--- config.mk ---
export PLATFORM = sky130hd
export DESIGN_NAME = operand_select_stage
export DESIGN_NICKNAME = d
export VERILOG_FILES = /design/src/rtl/cpu_operand_pkg.sv /design/src/rtl/operand_skid_buffer.sv /design/src/rtl/operand_select_stage.sv
export SDC_FILE = /design/constraint.sdc
export NUM_CORES = 1
export LEC_CHECK = 0
export CORE_MARGIN = 8
export CORE_UTILIZATION = 40
export CTS_CLUSTER_DIAMETER = 150
export DETAILED_ROUTE_END_ITERATION = 10
export PLACE_DENSITY = 0.75
export SLEW_MARGIN = 10
export SYNTH_ARGS = -nofsm -noshare
export SYNTH_HDL_FRONTEND = slang
export SYNTH_SLANG_ARGS = --single-unit
export TNS_END_PERCENT = 5
--- constraint.sdc ---
create_clock -name clk -period 2.3 [get_ports clk]
set_input_delay 0.46 -clock clk [delete_from_list [all_inputs] [get_ports clk]]
set_output_delay 0.46 -clock clk [all_outputs]
set_load 0.1 [all_outputs]
--- src/rtl/cpu_operand_pkg.sv ---
`default_nettype none
// ============================================================================
// Module   : cpu_operand_pkg
// Purpose  : Shared types and helpers for the operand select stage.
//            - state_e      : occupancy encoding of the 2-entry skid buffer
//            - SRC_*        : canonical source indices into SRC_DATA
//            - negate_op()  : two's-complement negation truncated to width
// Revision : 1.0 - initial release
// ============================================================================
package cpu_operand_pkg;

  typedef enum logic [1:0] {
    EMPTY = 2'd0,
    ONE   = 2'd1,
    TWO   = 2'd2
  } state_e;

  localparam int unsigned SRC_REG = 0;
  localparam int unsigned SRC_IMM = 1;
  localparam int unsigned SRC_FWD = 2;
  localparam int unsigned SRC_MEM = 3;

  // Two's-complement negate, wrapping modulo 2^width (width <= 64).
  // 0 maps to 0 and the most negative value maps to itself.
  function automatic logic [63:0] negate_op(input logic [63:0] val,
                                            input int unsigned width);
    logic [63:0] mask;
    mask = (width >= 64) ? {64{1'b1}} : ((64'd1 << width) - 64'd1);
    return (~val + 64'd1) & mask;
  endfunction

endpackage
`default_nettype wire

--- src/rtl/operand_skid_buffer.sv ---
`default_nettype none
// ============================================================================
// Module   : operand_skid_buffer
// Purpose  : Generic 2-entry valid/ready buffer (main + skid register) with a
//            synchronous flush. The main register drives the outputs; the
//            skid register catches the one operand accepted while the
//            consumer stalls, so in_ready can be a pure register.
// Ports    : clk, rst_n           - clock, async active-low reset
//            flush                - drop all buffered entries (priority)
//            in_valid/in_ready    - upstream handshake, in_data payload
//            out_valid/out_ready  - downstream handshake, out_data payload
// Revision : 1.0 - initial release
// ============================================================================
module operand_skid_buffer
  import cpu_operand_pkg::*;
#(
  parameter int DW = 9
) (
  input  logic          clk,
  input  logic          rst_n,
  input  logic          flush,
  input  logic          in_valid,
  output logic          in_ready,
  input  logic [DW-1:0] in_data,
  output logic          out_valid,
  input  logic          out_ready,
  output logic [DW-1:0] out_data
);

  state_e          state_q, state_d;
  logic [DW-1:0]   main_q,  main_d;
  logic [DW-1:0]   skid_q,  skid_d;
  logic            in_ready_q, in_ready_d;

  logic            acc;
  logic            pop;

  assign acc = in_valid  && in_ready_q;
  assign pop = out_valid && out_ready;

  always_comb begin
    state_d = state_q;
    main_d  = main_q;
    skid_d  = skid_q;

    if (flush) begin
      state_d = EMPTY;
    end else begin
      case (state_q)
        EMPTY: begin
          if (acc) begin
            state_d = ONE;
            main_d  = in_data;
          end
        end
        ONE: begin
          if (acc && !pop) begin
            state_d = TWO;
            skid_d  = in_data;
          end else if (acc && pop) begin
            main_d  = in_data;
          end else if (pop) begin
            state_d = EMPTY;
          end
        end
        TWO: begin
          if (pop) begin
            state_d = ONE;
            main_d  = skid_q;
          end
        end
        default: state_d = EMPTY;
      endcase
    end

    // Ready is computed from the next state so it is a flop output and
    // never sees out_ready combinationally.
    in_ready_d = (state_d != TWO);
  end

  always_ff @(posedge clk or negedge rst_n) begin
    if (!rst_n) begin
      state_q    <= EMPTY;
      main_q     <= '0;
      skid_q     <= '0;
      in_ready_q <= 1'b1;
    end else begin
      state_q    <= state_d;
      main_q     <= main_d;
      skid_q     <= skid_d;
      in_ready_q <= in_ready_d;
    end
  end

  assign in_ready  = in_ready_q;
  assign out_valid = (state_q != EMPTY);
  assign out_data  = main_q;

endmodule
`default_nettype wire

--- src/rtl/operand_select_stage.sv ---
`default_nettype none
// ============================================================================
// Module   : operand_select_stage
// Purpose  : Selects OPERAND1 for the ALU from NSRC packed sources, optionally
//            negates it (SUB), flags out-of-range selects, and registers the
//            result behind a 2-entry valid/ready skid buffer.
// Ports    : clk, rst_n           - clock, async active-low reset
//            in_valid/in_ready    - decode-side handshake
//            src_data             - NSRC*WIDTH packed sources, k at [k*W +: W]
//            sel, negate          - source index, negate request
//            flush                - discard all buffered operands
//            out_valid/out_ready  - ALU-side handshake
//            operand, sel_err     - result and out-of-range flag
// Revision : 1.0 - initial release
// ============================================================================
module operand_select_stage
  import cpu_operand_pkg::*;
#(
  parameter  int WIDTH = 8,   // 1..64
  parameter  int NSRC  = 4,   // 2..16
  localparam int SELW  = $clog2(NSRC)
) (
  input  logic                  clk,
  input  logic                  rst_n,
  input  logic                  in_valid,
  output logic                  in_ready,
  input  logic [NSRC*WIDTH-1:0] src_data,
  input  logic [SELW-1:0]       sel,
  input  logic                  negate,
  input  logic                  flush,
  output logic                  out_valid,
  input  logic                  out_ready,
  output logic [WIDTH-1:0]      operand,
  output logic                  sel_err
);

  logic [WIDTH-1:0] raw;
  logic [WIDTH-1:0] val;
  logic             err;
  logic [WIDTH:0]   buf_out;

  // An index with no matching source leaves raw at zero and raises err;
  // negating zero keeps it zero, so an errored operand is always 0.
  always_comb begin
    raw = '0;
    err = 1'b1;
    for (int k = 0; k < NSRC; k++) begin
      if (sel == SELW'(k)) begin
        raw = src_data[k*WIDTH +: WIDTH];
        err = 1'b0;
      end
    end
    val = negate ? WIDTH'(negate_op(64'(raw), WIDTH)) : raw;
  end

  operand_skid_buffer #(
    .DW (WIDTH + 1)
  ) u_skid (
    .clk       (clk),
    .rst_n     (rst_n),
    .flush     (flush),
    .in_valid  (in_valid),
    .in_ready  (in_ready),
    .in_data   ({val, err}),
    .out_valid (out_valid),
    .out_ready (out_ready),
    .out_data  (buf_out)
  );

  assign operand = buf_out[WIDTH:1];
  assign sel_err = buf_out[0];

endmodule
`default_nettype wire

After elaboration in Yosys (flattened, before gate mapping)
Cells that the tools add are included.

word-level totals
  output and inout bits = 11
  input bits = 40
  register bits after elaboration = 21
  logic and storage cells = 49

operators by class
  reductions and logical operators = 11
  add/sub/neg operators = 1
  bitwise operators = 2
  eq/ne operators = 10
  mux-type cells = 21

operator list
  cell                                                 number
  2-to-1 mux 8 bit                                     5
  2-to-1 mux 9 bit                                     4
  one-hot mux 9 bit (3 select lines)                   1
  2-to-1 mux 2 bit                                     6
  adder 8 x 1 -> 8 bit, second input constant          1
  inverter 8 bit                                       1
  equality test 2 bit, second input constant           3
  != test 2 x 1 -> 1 bit, second input constant        3
  one-hot mux 2 bit (3 select lines)                   1
  AND reduction 6 bit                                  1
  equality test 2 x 1 -> 1 bit, second input constant  2
  logical AND 1 bit                                    4
  zero test 2 bit                                      2
  2-to-1 mux 1 bit                                     4
  != test 2 bit, second input constant                 2
  AND reduction 3 bit                                  1
  nonzero test 3 bit                                   1
  nonzero test 2 bit                                   1
  zero test 1 bit                                      1
  inverter 1 bit                                       1

Depth between registers and ports, before layout
Gate-level depths: netlist of the first run.

  depth after elaboration = 11
  mapped depth = 9

Hierarchy
From an unflattened synthesis of the first run, not the netlist that was laid out.

unflattened totals
  cell total of the unflattened synthesis = 110
  area total of the unflattened synthesis = 1372.6 µm²

modules (own cells, without submodules)
  module                cells an instance  sequential area each (µm²)  area each (µm²)  instances
  operand_skid_buffer   74                 526.8                       955.9            1
  operand_select_stage  36                 0.0                         416.6            1

Least setup slack after synthesis of the first run
Ideal clock, no wire load.

  path type = input port to flip-flop
  start point = input sel[0]
  end point = register u_skid.main_q[8] (netlist: u_skid.out_data[8])
  stages on the path = 6
  arrival = 2171 ps
  path buffers = 1
  slack = -9 ps
  library setup time = 138 ps
  path through = buf_6 > mux4_2 > or3_4 > o41ai_2 > xor2_1 > o221ai_1

between the ends
  cells in the longest elaborated chain, start to end = 11
  elaborated cells on any way between the ends = 15
  those cells by class = add/sub: 1; eq/ne: 3; mux: 9; bitwise: 1; reduce/logical: 1

ends and longest elaborated chain
  element                               RTL line                    text
  from (decl)                           operand_select_stage.sv:28  input logic [SELW-1:0] sel,
  zero test 2 bit                       operand_select_stage.sv:48  if (sel == SELW'(k)) begin
  2-to-1 mux 8 bit (3 in series)        operand_select_stage.sv:48
  2-to-1 mux 8 bit *                    operand_select_stage.sv:48
  inverter 8 bit                        cpu_operand_pkg.sv:29       return (~val + 64'd1) & mask;
  adder 8 x 1 -> 8 bit                  cpu_operand_pkg.sv:29
  2-to-1 mux 8 bit *                    operand_select_stage.sv:53  val = negate ? WIDTH'(negate_op(64'(raw), WIDTH)) : raw;
  2-to-1 mux 9 bit                      operand_skid_buffer.sv:60   end else if (acc && pop) begin
  2-to-1 mux 9 bit                      operand_skid_buffer.sv:57   if (acc && !pop) begin
  one-hot mux 9 bit (3 select lines) *  operand_skid_buffer.sv:49   case (state_q)
  to (signal assigned)                  operand_skid_buffer.sv:89   main_q <= main_d;
  to (decl)                             operand_skid_buffer.sv:31   logic [DW-1:0] main_q, main_d;

Mark *: on every way between the ends. The rest lies on a longest branch, timed or not. The select of a mux whose other input is x is not followed.
A chain may end at the register's enable or synchronous reset.

Worst setup path in the final report of the first run
Ends and elaborated chain as after synthesis.

==> results of run 1 <==
==> through the flow <==
| step | utilization [%] | instances | TNS [ps] | cell area, um^2 | hold slack, ps |
|---|---|---|---|---|---|
| finish | 64.67 | 229 | 0 | 1974 | 480.5 |
| global route | 64.67 | 229 | -90.75 | 1974 | 496.8 |
| CTS | 63.57 | 227 | 0 | 1941 | 485.2 |
| detailed placement | 62.42 | 222 | -5942 | 1906 | 469.7 |
| global placement | 62.42 | 222 | -5013 | 1906 | 461.9 |
| floorplan | - | 120 | 0 | 1280 | 164.4 |
==> registers in the layout, indices dropped and copies added, names as in the netlist <==
signal,count
u_skid.in_ready,1
u_skid.out_data,9
u_skid.skid_q,9
u_skid.state_q,2
==> cell usage after synthesis, drive strengths merged <==
cell,count
o22ai,1
clkbuf,3
ha,1
o21ai,14
mux2i,2
nand2,16
mux4,8
o41ai,1
dfstp,1
dfrtp,20
a31oi,1
and3b,1
nor2b,5
xor2,5
a2bb2oi,1
a21oi,1
and2,1
inv,9
or2,2
nand2b,2
o31ai,2
xnor2,2
a211o,1
or3,2
nand3,5
buf,3
mux2,4
nor2,2
o221ai,4
==> power breakdown <==
part           switching (mW)  internal, mW  leakage (nW)
combinational           0.448         0.243         0.585
sequential             0.0464         0.455         0.263
clock                   0.111        0.0649        0.0177
total                   0.605         0.763         0.866
==> worst reg2reg max path: stages (launching register included) <==
cell and delay [ps]:
sky130_fd_sc_hd__dfrtp_1 410, sky130_fd_sc_hd__nor2b_1 160, sky130_fd_sc_hd__buf_4 200, sky130_fd_sc_hd__nand2_1 90, sky130_fd_sc_hd__a21oi_1 230, sky130_fd_sc_hd__buf_12 180
sky130_fd_sc_hd__mux2_2 340
==> layout by cell type (no fill, tap or decap), types with 2 or more instances in the layout <==
master | netlist | routed
sky130_fd_sc_hd__or2_2 | 2 | 2
sky130_fd_sc_hd__nor2b_1 | 5 | 4
sky130_fd_sc_hd__mux4_1 | 5 | 4
sky130_fd_sc_hd__o21ai_0 | 14 | 13
sky130_fd_sc_hd__nand2_1 | 16 | 16
sky130_fd_sc_hd__clkbuf_4 | 0 | 3
sky130_fd_sc_hd__dlygate4sd2_1 | 0 | 2
sky130_fd_sc_hd__buf_4 | 0 | 26
sky130_fd_sc_hd__nand3_1 | 5 | 5
sky130_fd_sc_hd__clkdlybuf4s50_1 | 0 | 37
sky130_fd_sc_hd__xnor2_1 | 2 | 2
sky130_fd_sc_hd__mux2_2 | 4 | 4
sky130_fd_sc_hd__dfrtp_1 | 20 | 20
sky130_fd_sc_hd__nand2b_1 | 2 | 2
sky130_fd_sc_hd__xor2_1 | 5 | 5
sky130_fd_sc_hd__inv_1 | 9 | 8
sky130_fd_sc_hd__o31ai_1 | 2 | 2
sky130_fd_sc_hd__o221ai_1 | 4 | 4
sky130_fd_sc_hd__mux4_2 | 3 | 4
sky130_fd_sc_hd__nor2_1 | 2 | 2
sky130_fd_sc_hd__buf_12 | 0 | 2
sky130_fd_sc_hd__mux2i_1 | 2 | 2
==> cell families after synthesis <==
group           synth area share (%)
compound gates                 13.35
xor+xnor                       4.776
fa+ha+maj                     0.9745
buf+inv                        5.165
flops                          41.03
mux                            20.57
simple gates                   14.13
==> how the worst min path moves through the flow <==
| stage | startpoint | to | cells after the start |
|---|---|---|---|
| 3_3_place_gp | u_skid.skid_q[5] | u_skid.skid_q[5] | 2 |
| 5_1_grt | rst_n | u_skid.skid_q[8] | 2 |
| 4_1_cts | rst_n | u_skid.skid_q[3] | 2 |
| 3_5_place_dp | u_skid.skid_q[8] | u_skid.skid_q[8] | 2 |
| 2_1_floorplan | rst_n | u_skid.out_data[0] | 0 |
| 6_report | rst_n | u_skid.out_data[2] | 2 |
==> routing by layer <==
metal	vias to the layer above	track usage (%)
met5	-	0
met4	0	4.667
met3	4	7.143
met2	60	20.38
met1	538	13.43
li1	565	-
==> layout make-up <==
class | count | area share, %
inverter | 9 | 1.711
multi-input combinational | 84 | 35.87
timing repair buffer | 67 | 31.56
clock buffer | 3 | 1.141
tap | 44 | 2.788
sequential | 21 | 26.68
clock inverter | 1 | 0.2535
==> timing repair <==
action / 4_1_cts / 5_1_grt
gates resized for setup: 5 / 3
hold buffers: 0 / 0
pin swaps: 3 / 3
setup buffers: 1 / 2
setup endpoints to repair: 11 / 5
==> metrics.log, run 1 <==
[metrics] outcome: finished clean
[metrics] synthesized cell area: between 1000 and 1500 um^2
[metrics] clock tree from TritonCTS: built
[metrics] die footprint: 5278 um^2
[metrics] wire length of the first global-routing pass: 5.368 mm
[metrics] via count of the first global-routing pass: approximately 1200
[metrics] sum of met2 wire segment lengths after detailed routing: 1.460 mm
[metrics] largest area contributor in the netlist: sky130_fd_sc_hd__dfrtp_1
[metrics] CP Launch Point: sel[0]
[metrics] count of final max-slew check failures: 0
[metrics] Slowest-stage cell, CP: sky130_fd_sc_hd__mux4_1
[metrics] storage element area: 526.8 um^2
[metrics] Syn Nets: 161
[metrics] Buffers on Ports: 50
[metrics] final number of setup-violating endpoints: 0
[metrics] most area-consuming cells after synthesis: sky130_fd_sc_hd__dfrtp_1 39%, sky130_fd_sc_hd__mux4_1 10%, sky130_fd_sc_hd__o21ai_0 5.5%
[metrics] clock buffers created by TritonCTS: 3
[metrics] final WL: 3.218 mm
[metrics] R2R Setup Slk: 590 ps
[metrics] final-layout fill cell count: 265
[metrics] routability-driven placement congestion ratio: ~0.77
[metrics] total inserted antenna cells: 0
[metrics] worst rel slew slack: 81.64%
[metrics] Ports: 51
[metrics] post-synthesis instance total: 120
[metrics] routed vias: ~1200
[metrics] worst slack at placement: -568.9 ps
[metrics] crit path max fanout: 6
[metrics] launching point of the worst reg2reg path: u_skid.state_q[1]
[metrics] total overflow reported by the global router: 0
[metrics] worst flop-to-flop path endpoint: u_skid.out_data[3]
[metrics] Worst path depth: 7
[metrics] drt initial violations: 72
[metrics] Tmin final: ~2200 ps
[metrics] arrival time at the worst endpoint: 2420 ps
[metrics] setup ws final: 69.88 ps
[metrics] Seq/Total Area, Yosys: between 40% and 50%
[metrics] area fraction of the dominant cell type after synthesis: 38.99%
[metrics] cell breakdown of the critical path: dlygate4sd2_1 -> buf_12 -> mux4_1 -> or2_2 -> o41ai_2 -> xor2_1 -> o221ai_1
[metrics] count of maximum capacitance violations: 0
[metrics] setup repair after global routing missed its margin: yes
[metrics] buffers from clock root to sink, at most: 2
[metrics] Clock Tree Root: sky130_fd_sc_hd__clkbuf_4
[metrics] maximum number of pins on one net before global-route repair: 22
[metrics] maximum vdd drop: 0.2617 mV
[metrics] fin nets: 227
[metrics] clock net sink count: 21
[metrics] static power due to leakage: 0.8657 nW
[metrics] CP endpoint: u_skid.out_data[8]
[metrics] number of iterations in the first detailed-routing pass: 4
[metrics] die width: 72.65 um
[metrics] Critical Path End Type: flip-flop
[metrics] worst hold path type: in2async
[metrics] maximum clock frequency: 0.4484 GHz
[metrics] WL per Instance: ~14 um
[metrics] average footprint of a synthesized cell: 10.70 um^2
[metrics] total track usage: between 10% and 20%
[metrics] detailed route wirelength on metal3: approximately 450 um
[metrics] layout overhead on the synthesized area: 53.80%
[metrics] Netlist cell types: 32
[metrics] top cell family by delay on the critical path: multiplexers
[metrics] final setup skew: 3.585 ps
[metrics] total number of H-tree levels: 1
[metrics] count of standard-cell rows: 20
[metrics] DIE HEIGHT: 72.65 um
[metrics] area of the multi-input gates: just over 700 um^2
[metrics] Worst Path Buf+Inv: 2
[metrics] Worst path max stage delay: 550 ps
[metrics] initial antenna violation count: 0
[metrics] final worst-path cycle share: 96.96%
[metrics] register clock-pin slew on the reported worst setup and hold paths: 120 ps
[metrics] Crit path required time: 2490 ps
[metrics] share of final-layout standard cells stronger than drive strength 1: 26.49%
[metrics] worst setup path category: in2reg
[metrics] DRC violations left: 0
[metrics] Detailed Place HPWL: roughly 2.7 mm
[metrics] final hold violation count: 0
[metrics] uppermost signal routing layer after detailed routing: met4
[metrics] power after layout: 1.368 mW
[metrics] Metal-1 WL: roughly 1.3 mm
[metrics] YS warnings: 0
[metrics] critical path startpoint category: primary input
[metrics] Register-to-Register Path Depth: 6
[metrics] number of register bits inferred by synthesis: 21
[metrics] number of vias per cell after detailed routing: 5.096
[metrics] Core Area: 3053 um^2
[metrics] initial core utilization: 42.05%
[metrics] clock latency on the worst-skew pair: 300 ps
[metrics] total power density per cell area: 693.0 nW/um^2
[metrics] ANT nets after route: 0
[metrics] Least-Margin Pin Slew: between 200 and 300 ps
(Power assumes the default switching activity.)
==> inputs of run 2 (changes only) <==
CORE_MARGIN = unset   (was 8)
==> run 2 against run 1 <==
Count of clock-buffer cells in the layout did not move; sequential share of layout area fell by 0.45 points; global-route usage rose by 6.0 points; setup slack got worse by 17 ps; worst hold slack improved by 11 ps; core utilization rose by 1.1 points; largest cell class unchanged; combinational power barely moved; clock power fell by 4%; cell count rose by 2.2%; power barely moved; register-to-register slack barely moved; highest routed layer unchanged; clock skew rose by 4.9 ps; critical endpoint is now u_skid.out_data[7].
==> metrics.log, run 2 (synthesis results as in run 1) <==
[metrics] outcome: finished clean
[metrics] Slowest-stage cell, CP: sky130_fd_sc_hd__mux4_2
[metrics] final-layout fill cell count: 258 (-2.6%)
[metrics] storage element area: 526.8 um^2 (unchanged)
[metrics] buffers from clock root to sink, at most: 2 (unchanged)
[metrics] setup ws final: 52.51 ps (-17.37 ps)
[metrics] Ports: 51 (unchanged)
[metrics] count of maximum capacitance violations: 0 (unchanged)
[metrics] area of the multi-input gates: 732.0 um^2 (+3.4%)
[metrics] WL per Instance: 12.84 um (-8.6%)
[metrics] clock latency on the worst-skew pair: 300 ps (about the same)
[metrics] most frequent cells in the layout: 31 x sky130_fd_sc_hd__buf_4, 27 x sky130_fd_sc_hd__clkdlybuf4s50_1, 20 x sky130_fd_sc_hd__dfrtp_1, 16 x sky130_fd_sc_hd__nand2_1, 14 x sky130_fd_sc_hd__o21ai_0
[metrics] final number of setup-violating endpoints: 0 (unchanged)
[metrics] final hold violation count: 0 (unchanged)
[metrics] die footprint: 3440 um^2 (-35%)
[metrics] DRC violations left: 0 (unchanged)
[metrics] initial core utilization: 42.05% (unchanged)
[metrics] Sum Neg Setup Slack: 0 ps (unchanged)
[metrics] maximum number of pins on one net before global-route repair: 22 (unchanged)
[metrics] worst setup path category: in2reg
[metrics] total track usage: 18.67% (+6.0 points)
[metrics] Clock Tree Root: sky130_fd_sc_hd__clkbuf_4
[metrics] cell breakdown of the critical path: clkdlybuf4s15_2 -> buf_6 -> mux4_2 -> buf_4 -> inv_2 -> ha_4 -> nand2_1 -> a2bb2oi_2 -> o31ai_2 -> xor2_1 -> o221ai_1
[metrics] count of standard-cell rows: 20 (unchanged)
[metrics] Worst path max stage delay: 520 ps (-30 ps)
[metrics] wire length of the first global-routing pass: 4.816 mm (-10%)
[metrics] crit path max fanout: 4 (-2)
[metrics] share of final-layout standard cells stronger than drive strength 1: 29.47% (+3.0 points)
[metrics] Crit path required time: 2470 ps (-20 ps)
[metrics] static power due to leakage: 0.9074 nW (+4.8%)
[metrics] number of vias per cell after detailed routing: 5.218 (+2.4%)
[metrics] final worst-path cycle share: 97.72% (+0.76 points)
[metrics] Detailed Place HPWL: 2.412 mm (-11%)
[metrics] worst hold path type: in2async
[metrics] clock buffers created by TritonCTS: 3 (unchanged)
[metrics] clock net sink count: 21 (unchanged)
[metrics] total power density per cell area: 680.8 nW/um^2 (-1.8%)
[metrics] Buffers on Ports: 50 (unchanged)
[metrics] layout overhead on the synthesized area: 56.43%
[metrics] Tmin final: 2247 ps (+17.37 ps)
[metrics] initial antenna violation count: 0 (unchanged)
[metrics] maximum clock frequency: 0.4449 GHz (-0.77%)
[metrics] total number of H-tree levels: 1 (unchanged)
[metrics] routability-driven placement congestion ratio: 0.7631 (-0.60%)
[metrics] number of iterations in the first detailed-routing pass: 4 (unchanged)
[metrics] maximum vdd drop: 0.2411 mV (-7.9%)
[metrics] critical path startpoint category: primary input
[metrics] via count of the first global-routing pass: 1188 (-4.3%)
[metrics] worst rel slew slack: 78.72% (-2.9 points)
[metrics] Critical Path End Type: flip-flop
[metrics] total inserted antenna cells: 0 (unchanged)
[metrics] Least-Margin Pin Slew: 318.3 ps (+45.89 ps)
[metrics] arrival time at the worst endpoint: 2420 ps (about the same)
[metrics] ANT nets after route: 0 (unchanged)
[metrics] worst slack at placement: -553.4 ps (+15.50 ps)
[metrics] routed vias: 1221 (+4.6%)
[metrics] DIE HEIGHT: 58.65 um (-19%)
[metrics] total overflow reported by the global router: 0 (unchanged)
[metrics] fin nets: 232 (+2.2%)
[metrics] die width: 58.65 um (-19%)
[metrics] register clock-pin slew on the reported worst setup and hold paths: 110 ps (about the same)
[metrics] final setup skew: 8.517 ps (+4.931 ps)
[metrics] count of final max-slew check failures: 0 (unchanged)
[metrics] drt initial violations: 38 (-47%)
[metrics] final WL: 3.004 mm (-6.7%)
[metrics] clock tree from TritonCTS: built
[metrics] leading cell type in the layout, fill and taps excluded: sky130_fd_sc_hd__buf_4
[metrics] Core Area: 3053 um^2 (unchanged)
[run 2: final timing paths]
check	end	start	cells after the start	slack, ps
worst max-delay path	u_skid.out_data[7]	sel[0]	11	50
worst min-delay path	u_skid.out_data[5]	rst_n	2	490
worst max register to register	u_skid.out_data[2]	u_skid.state_q[1]	6	590
worst min register to register	u_skid.skid_q[2]	u_skid.skid_q[2]	2	500
max in group asynchronous	u_skid.in_ready	rst_n	2	1540
min in group clk	u_skid.skid_q[2]	u_skid.skid_q[2]	2	500
[run 2: through the flow]
step                      cells  cell area (um^2)  utilization [%]  hold WS, ps  total power, mW
after floorplan             120              1280                -        164.4           0.9696
after global placement      226              1911            62.58        460.4            1.168
after detailed placement    226              1911            62.58        471.0            1.187
after CTS                   233              1972            64.59        492.9            1.365
after global routing        234              2008            65.78        488.5            1.445
final                       234              2008            65.78        491.6            1.367
[run 2: what timing repair did]
| item | 4_1_cts | 5_1_grt |
|---|---|---|
| resized for setup | 21 | 4 |
| endpoints found under the setup margin | 9 | 5 |
| hold buffers | 0 | 0 |
| endpoints found under the hold margin | 0 | 0 |
| buffers inserted | 4 | 1 |
| pin swaps | 7 | 6 |
[run 2: where the power goes]
part,leakage (nW),total [mW],internal [mW],switching [mW]
registers,0.263,0.504,0.456,0.0488
clock network,0.0177,0.169,0.0647,0.104
logic,0.627,0.694,0.243,0.451
[run 2: final cells by class]
| type | count | area share, % |
|---|---|---|
| Timing Repair Buffer | 72 | 31.53 |
| Multi-Input combinational cell | 84 | 36.45 |
| Clock buffer | 3 | 1.121 |
| Sequential cell | 21 | 26.23 |
| Clock inverter | 1 | 0.2492 |
| Tap cell | 44 | 2.741 |
| Inverter | 9 | 1.682 |
[run 2: critical path: cells and delay by family]
family,cells,cell delay (ps)
xor gates and xnor gates,1,240
and+or+nand+nor,1,60
AOI/OAI and AO/OA,3,500
muxes,1,520
buffers and inverters,4,520
adders and majority gates,1,140
[run 2: layer usage]
layer  up-vias  track usage (%)  routed length [um]
met5         -                0                   0
met4         0            6.803                  19
met3         2            2.418                 255
met2        69            36.95                1557
met1       574            20.00                1171
li1        576                -                   -
==> inputs of run 3 (changes only) <==
ABC_AREA = 1   (was unset)
PLACE_DENSITY = 0.76   (was 0.75)
SLEW_MARGIN = 40   (was 10)
clock period = 2.03 ns   (was 2.3 ns; I/O delays follow)
==> run 3 against run 2 <==
Sequential cell count stayed put; sequential share of layout area is 0.68 points lower; die area is 5.8% higher; core utilization is 0.14 points higher; count of clock-buffer cells in the layout is 1 higher.
==> metrics.log, run 3 <==
[metrics] Worst Path Buf+Inv: 3 (-1)
[metrics] cts repair resizes: 1 (-95%)
[metrics] maximum vdd drop: 0.2390 mV (-0.86%)
[metrics] drt initial violations: 66 (+74%)
[metrics] portion of netlist area occupied by mux cells: 0% (-21 points)
[metrics] Worst path max stage delay: 360 ps (-160 ps)
[metrics] top cell types by occurrence after synthesis: 65 x sky130_fd_sc_hd__nand2_1, 27 x sky130_fd_sc_hd__nor2_1, 23 x sky130_fd_sc_hd__nand3_1
[metrics] worst slack at placement: -405.1 ps (+148.3 ps)
[metrics] clock net sink count: 21 (unchanged)
[metrics] layout overhead on the synthesized area: 51.47%
[metrics] outcome: finished clean
[metrics] final worst-path cycle share: 89.98%
[metrics] average footprint of a synthesized cell: 6.545 um^2 (-39%)
[metrics] hold buffers post-CTS: 0 (unchanged)
[metrics] post-synthesis xor/xnor area fraction: 1.930% (-2.8 points)
[metrics] power spent charging and discharging nets: 673.0 uW (+12%)
[metrics] clock buffers created by TritonCTS: 3 (unchanged)
[metrics] register clock-pin slew on the reported worst setup and hold paths: 110 ps (about the same)
[metrics] ys flop type: sky130_fd_sc_hd__dfrtp_1
[metrics] ANT nets after route: 0 (unchanged)
[metrics] maximum clock frequency: 0.5475 GHz
[metrics] main combinational cell family by area after synthesis: simple AND/OR/NAND/NOR gates
[metrics] final cell count without fillers: 319 (+36%)
[metrics] initial core utilization: 43.52% (+1.5 points)
[metrics] clock latency on the worst-skew pair: 300 ps (about the same)
[metrics] setup ws final: 203.4 ps (+150.9 ps)
[metrics] area of the multi-input gates: 725.7 um^2 (-0.85%)
[metrics] share of final-layout standard cells stronger than drive strength 1: 13.82% (-16 points)
[metrics] arrival time at the worst endpoint: 2030 ps (-390 ps)
[metrics] Clock Tree Root: sky130_fd_sc_hd__clkbuf_4
[metrics] post-synthesis instance total: 208 (+73%)
[metrics] Crit path required time: 2230 ps (-240 ps)
[metrics] synthesized cell area: 1361 um^2 (+6.0%)
[metrics] DRC violations left: 0 (unchanged)
[metrics] maximum number of pins on one net before global-route repair: 22 (unchanged)
[metrics] routed vias: 1501 (+23%)
[metrics] area fraction of the dominant cell type after synthesis: 36.76% (-2.2 points)
[metrics] WL per Instance: 10.01 um (-22%)
[metrics] routability-driven placement congestion ratio: 0.7793 (+2.1%)
[metrics] fin nets: 317 (+37%)
[metrics] count of maximum capacitance violations: 0 (unchanged)
[metrics] final-layout fill cell count: 264 (+2.3%)
[metrics] total power density per cell area: 734.9 nW/um^2 (+8.0%)
[metrics] adder and majority cell fraction of the synthesized area: 0.9191% (-0.056 points)
[metrics] most frequent cells in the layout: 65 x sky130_fd_sc_hd__nand2_1, 37 x sky130_fd_sc_hd__clkdlybuf4s50_1, 29 x sky130_fd_sc_hd__buf_4, 27 x sky130_fd_sc_hd__nor2_1, 23 x sky130_fd_sc_hd__nand3_1
[metrics] Slowest-stage cell, CP: sky130_fd_sc_hd__dlygate4sd2_1
[metrics] critical path startpoint category: primary input
[metrics] Critical Path End Type: flip-flop
[metrics] Detailed Place HPWL: 2.649 mm (+9.8%)
[metrics] initial antenna violation count: 0 (unchanged)
[metrics] complex-gate fraction of the synthesized area: 11.58% (-1.8 points)
[metrics] leading cell type in the layout, fill and taps excluded: sky130_fd_sc_hd__nand2_1
[metrics] top cell family by delay on the critical path: simple AND/OR/NAND/NOR gates
[metrics] count of standard-cell rows: 20 (unchanged)
[metrics] Seq/Total Area, Yosys: 38.69% (-2.3 points)
[metrics] post-layout utilization of the core: 65.92% (+0.14 points)
[metrics] most frequently used cell type in the post-synthesis netlist: sky130_fd_sc_hd__nand2_1
[metrics] die footprint: 3640 um^2 (+5.8%)
[metrics] worst rel slew slack: 73.21% (-5.5 points)
[metrics] Least-Margin Pin Slew: 401.5 ps (+83.20 ps)
[metrics] cell total after placement: 315 (+39%)
[metrics] total number of H-tree levels: 1 (unchanged)
[metrics] internal power contribution: 842.4 uW (+10%)
[metrics] Logic pwr share: 49.7% (-1.0 points)
[metrics] Ports: 51 (unchanged)
[metrics] most used cell along the critical path: sky130_fd_sc_hd__nand2_1
[metrics] Clk network pwr share: 13.1% (+0.7 points)
[metrics] static power due to leakage: 1.058 nW (+17%)
[metrics] final hold violation count: 0 (unchanged)
[metrics] final setup skew: 2.874 ps (-5.642 ps)
[metrics] Core Area: 3128 um^2 (+2.5%)
[metrics] Tmin final: 1827 ps
[metrics] die width: 60.34 um (+2.9%)
[metrics] setup repair after global routing missed its margin: no
[metrics] DIE HEIGHT: 60.34 um (+2.9%)
[metrics] total track usage: 19.89% (+1.2 points)
[metrics] number of vias per cell after detailed routing: 4.705 (-9.8%)
[metrics] setup repair bufs after CTS: 0 (-4)
[metrics] buffers from clock root to sink, at most: 2 (unchanged)
[metrics] via count of the first global-routing pass: 1357 (+14%)
[metrics] worst hold path type: in2async
[metrics] final number of setup-violating endpoints: 0 (unchanged)
[metrics] number of iterations in the first detailed-routing pass: 4 (unchanged)
[metrics] total overflow reported by the global router: 0 (unchanged)
[metrics] Synth Area in Simple Gates: 38.88% (+25 points)
[metrics] clock tree from TritonCTS: built
[metrics] Buffers on Ports: 50 (unchanged)
[metrics] Netlist cell types: 27 (-16%)
[metrics] crit path max fanout: 8 (+4)
[metrics] count of final max-slew check failures: 0 (unchanged)
[metrics] number of enable flip-flop cells after synthesis: 0 (unchanged)
[metrics] switching portion of total power: 44.41% (+0.26 points)
[metrics] wire length of the first global-routing pass: 5.430 mm (+13%)
[metrics] Syn Nets: 249 (+55%)
[metrics] sequential fraction of design power: 37.2% (+0.3 points)
[metrics] number of register bits inferred by synthesis: 21 (unchanged)
[metrics] storage element area: 526.8 um^2 (unchanged)
[metrics] largest area contributor in the netlist: sky130_fd_sc_hd__dfrtp_1
[metrics] Final Hold Slack: 435.4 ps (-56.15 ps)
[metrics] worst setup path category: in2reg
[metrics] total inserted antenna cells: 0 (unchanged)
[metrics] share of flip-flops with an asynchronous set or reset after synthesis: 100.0% (unchanged)
[metrics] YS warnings: 0 (unchanged)
[metrics] cell breakdown of the critical path: dlygate4sd2_1 -> inv_2 -> nor2_1 -> nand2_1 -> nand3_1 -> nand2_1 -> buf_4 -> nand3_1 -> nand2_1 -> xnor2_1 -> nand2_1 -> nand2_1 -> nand2_1
[metrics] final WL: 3.193 mm (+6.3%)
[metrics] most area-consuming cells after synthesis: sky130_fd_sc_hd__dfrtp_1 37%, sky130_fd_sc_hd__nand2_1 18%, sky130_fd_sc_hd__nand3_1 8.5%
## run 3: layer usage
layer	global-route usage (%)	vias up	wire length [um]
met5	0	-	0
met4	7.973	0	38
li1	-	795	-
met2	35.01	50	1501
met1	24.40	652	1456
met3	2.772	4	196
## run 3: path summary, 6_finish.rpt
kind,from,endpoint,slack [ps],cells past startpoint
hold reg to reg,u_skid.out_data[4],u_skid.out_data[4],490,2
setup / recovery,sel[0],u_skid.out_data[4],200,13
hold / removal,rst_n,u_skid.state_q[0],440,2
min in group clk,u_skid.out_data[4],u_skid.out_data[4],490,2
setup reg to reg,u_skid.state_q[1],u_skid.out_data[6],510,7
max in group asynchronous,rst_n,u_skid.in_ready,1330,2
## run 3: cell families after synthesis
| family | after synthesis |
|---|---|
| fa+ha+maj | 1 |
| buf+inv | 28 |
| simple gates | 126 |
| compound gates | 29 |
| xor+xnor | 3 |
| flops | 21 |
## run 3: stage by stage
stage / setup TNS [ps] / cell area [um^2] / power (mW)
after CTS: 0 / 2059 / 1.528
final: 0 / 2062 / 1.515
after global routing: 0 / 2062 / 1.620
after detailed placement: -4353 / 2034 / 1.331
after global placement: -4079 / 2034 / 1.322
after floorplan: 0 / 1361 / 1.078
## run 3: layout make-up
cell class	instances	share of cell area, %
Sequential cell	21	25.55
Tap cell	44	2.670
Inverter	21	3.823
Clock buffer	4	1.274
Multi-Input combinational cell	159	35.19
Timing Repair Buffer	70	31.49
## run 3: power by group through the flow
stage	combinational (mW)	sequential, mW	clock, mW
final	0.753	0.564	0.198
after global routing	0.811	0.577	0.231
after CTS	0.758	0.564	0.205
after detailed placement	0.758	0.572	0
after global placement	0.752	0.570	0
after floorplan	0.222	0.856	0
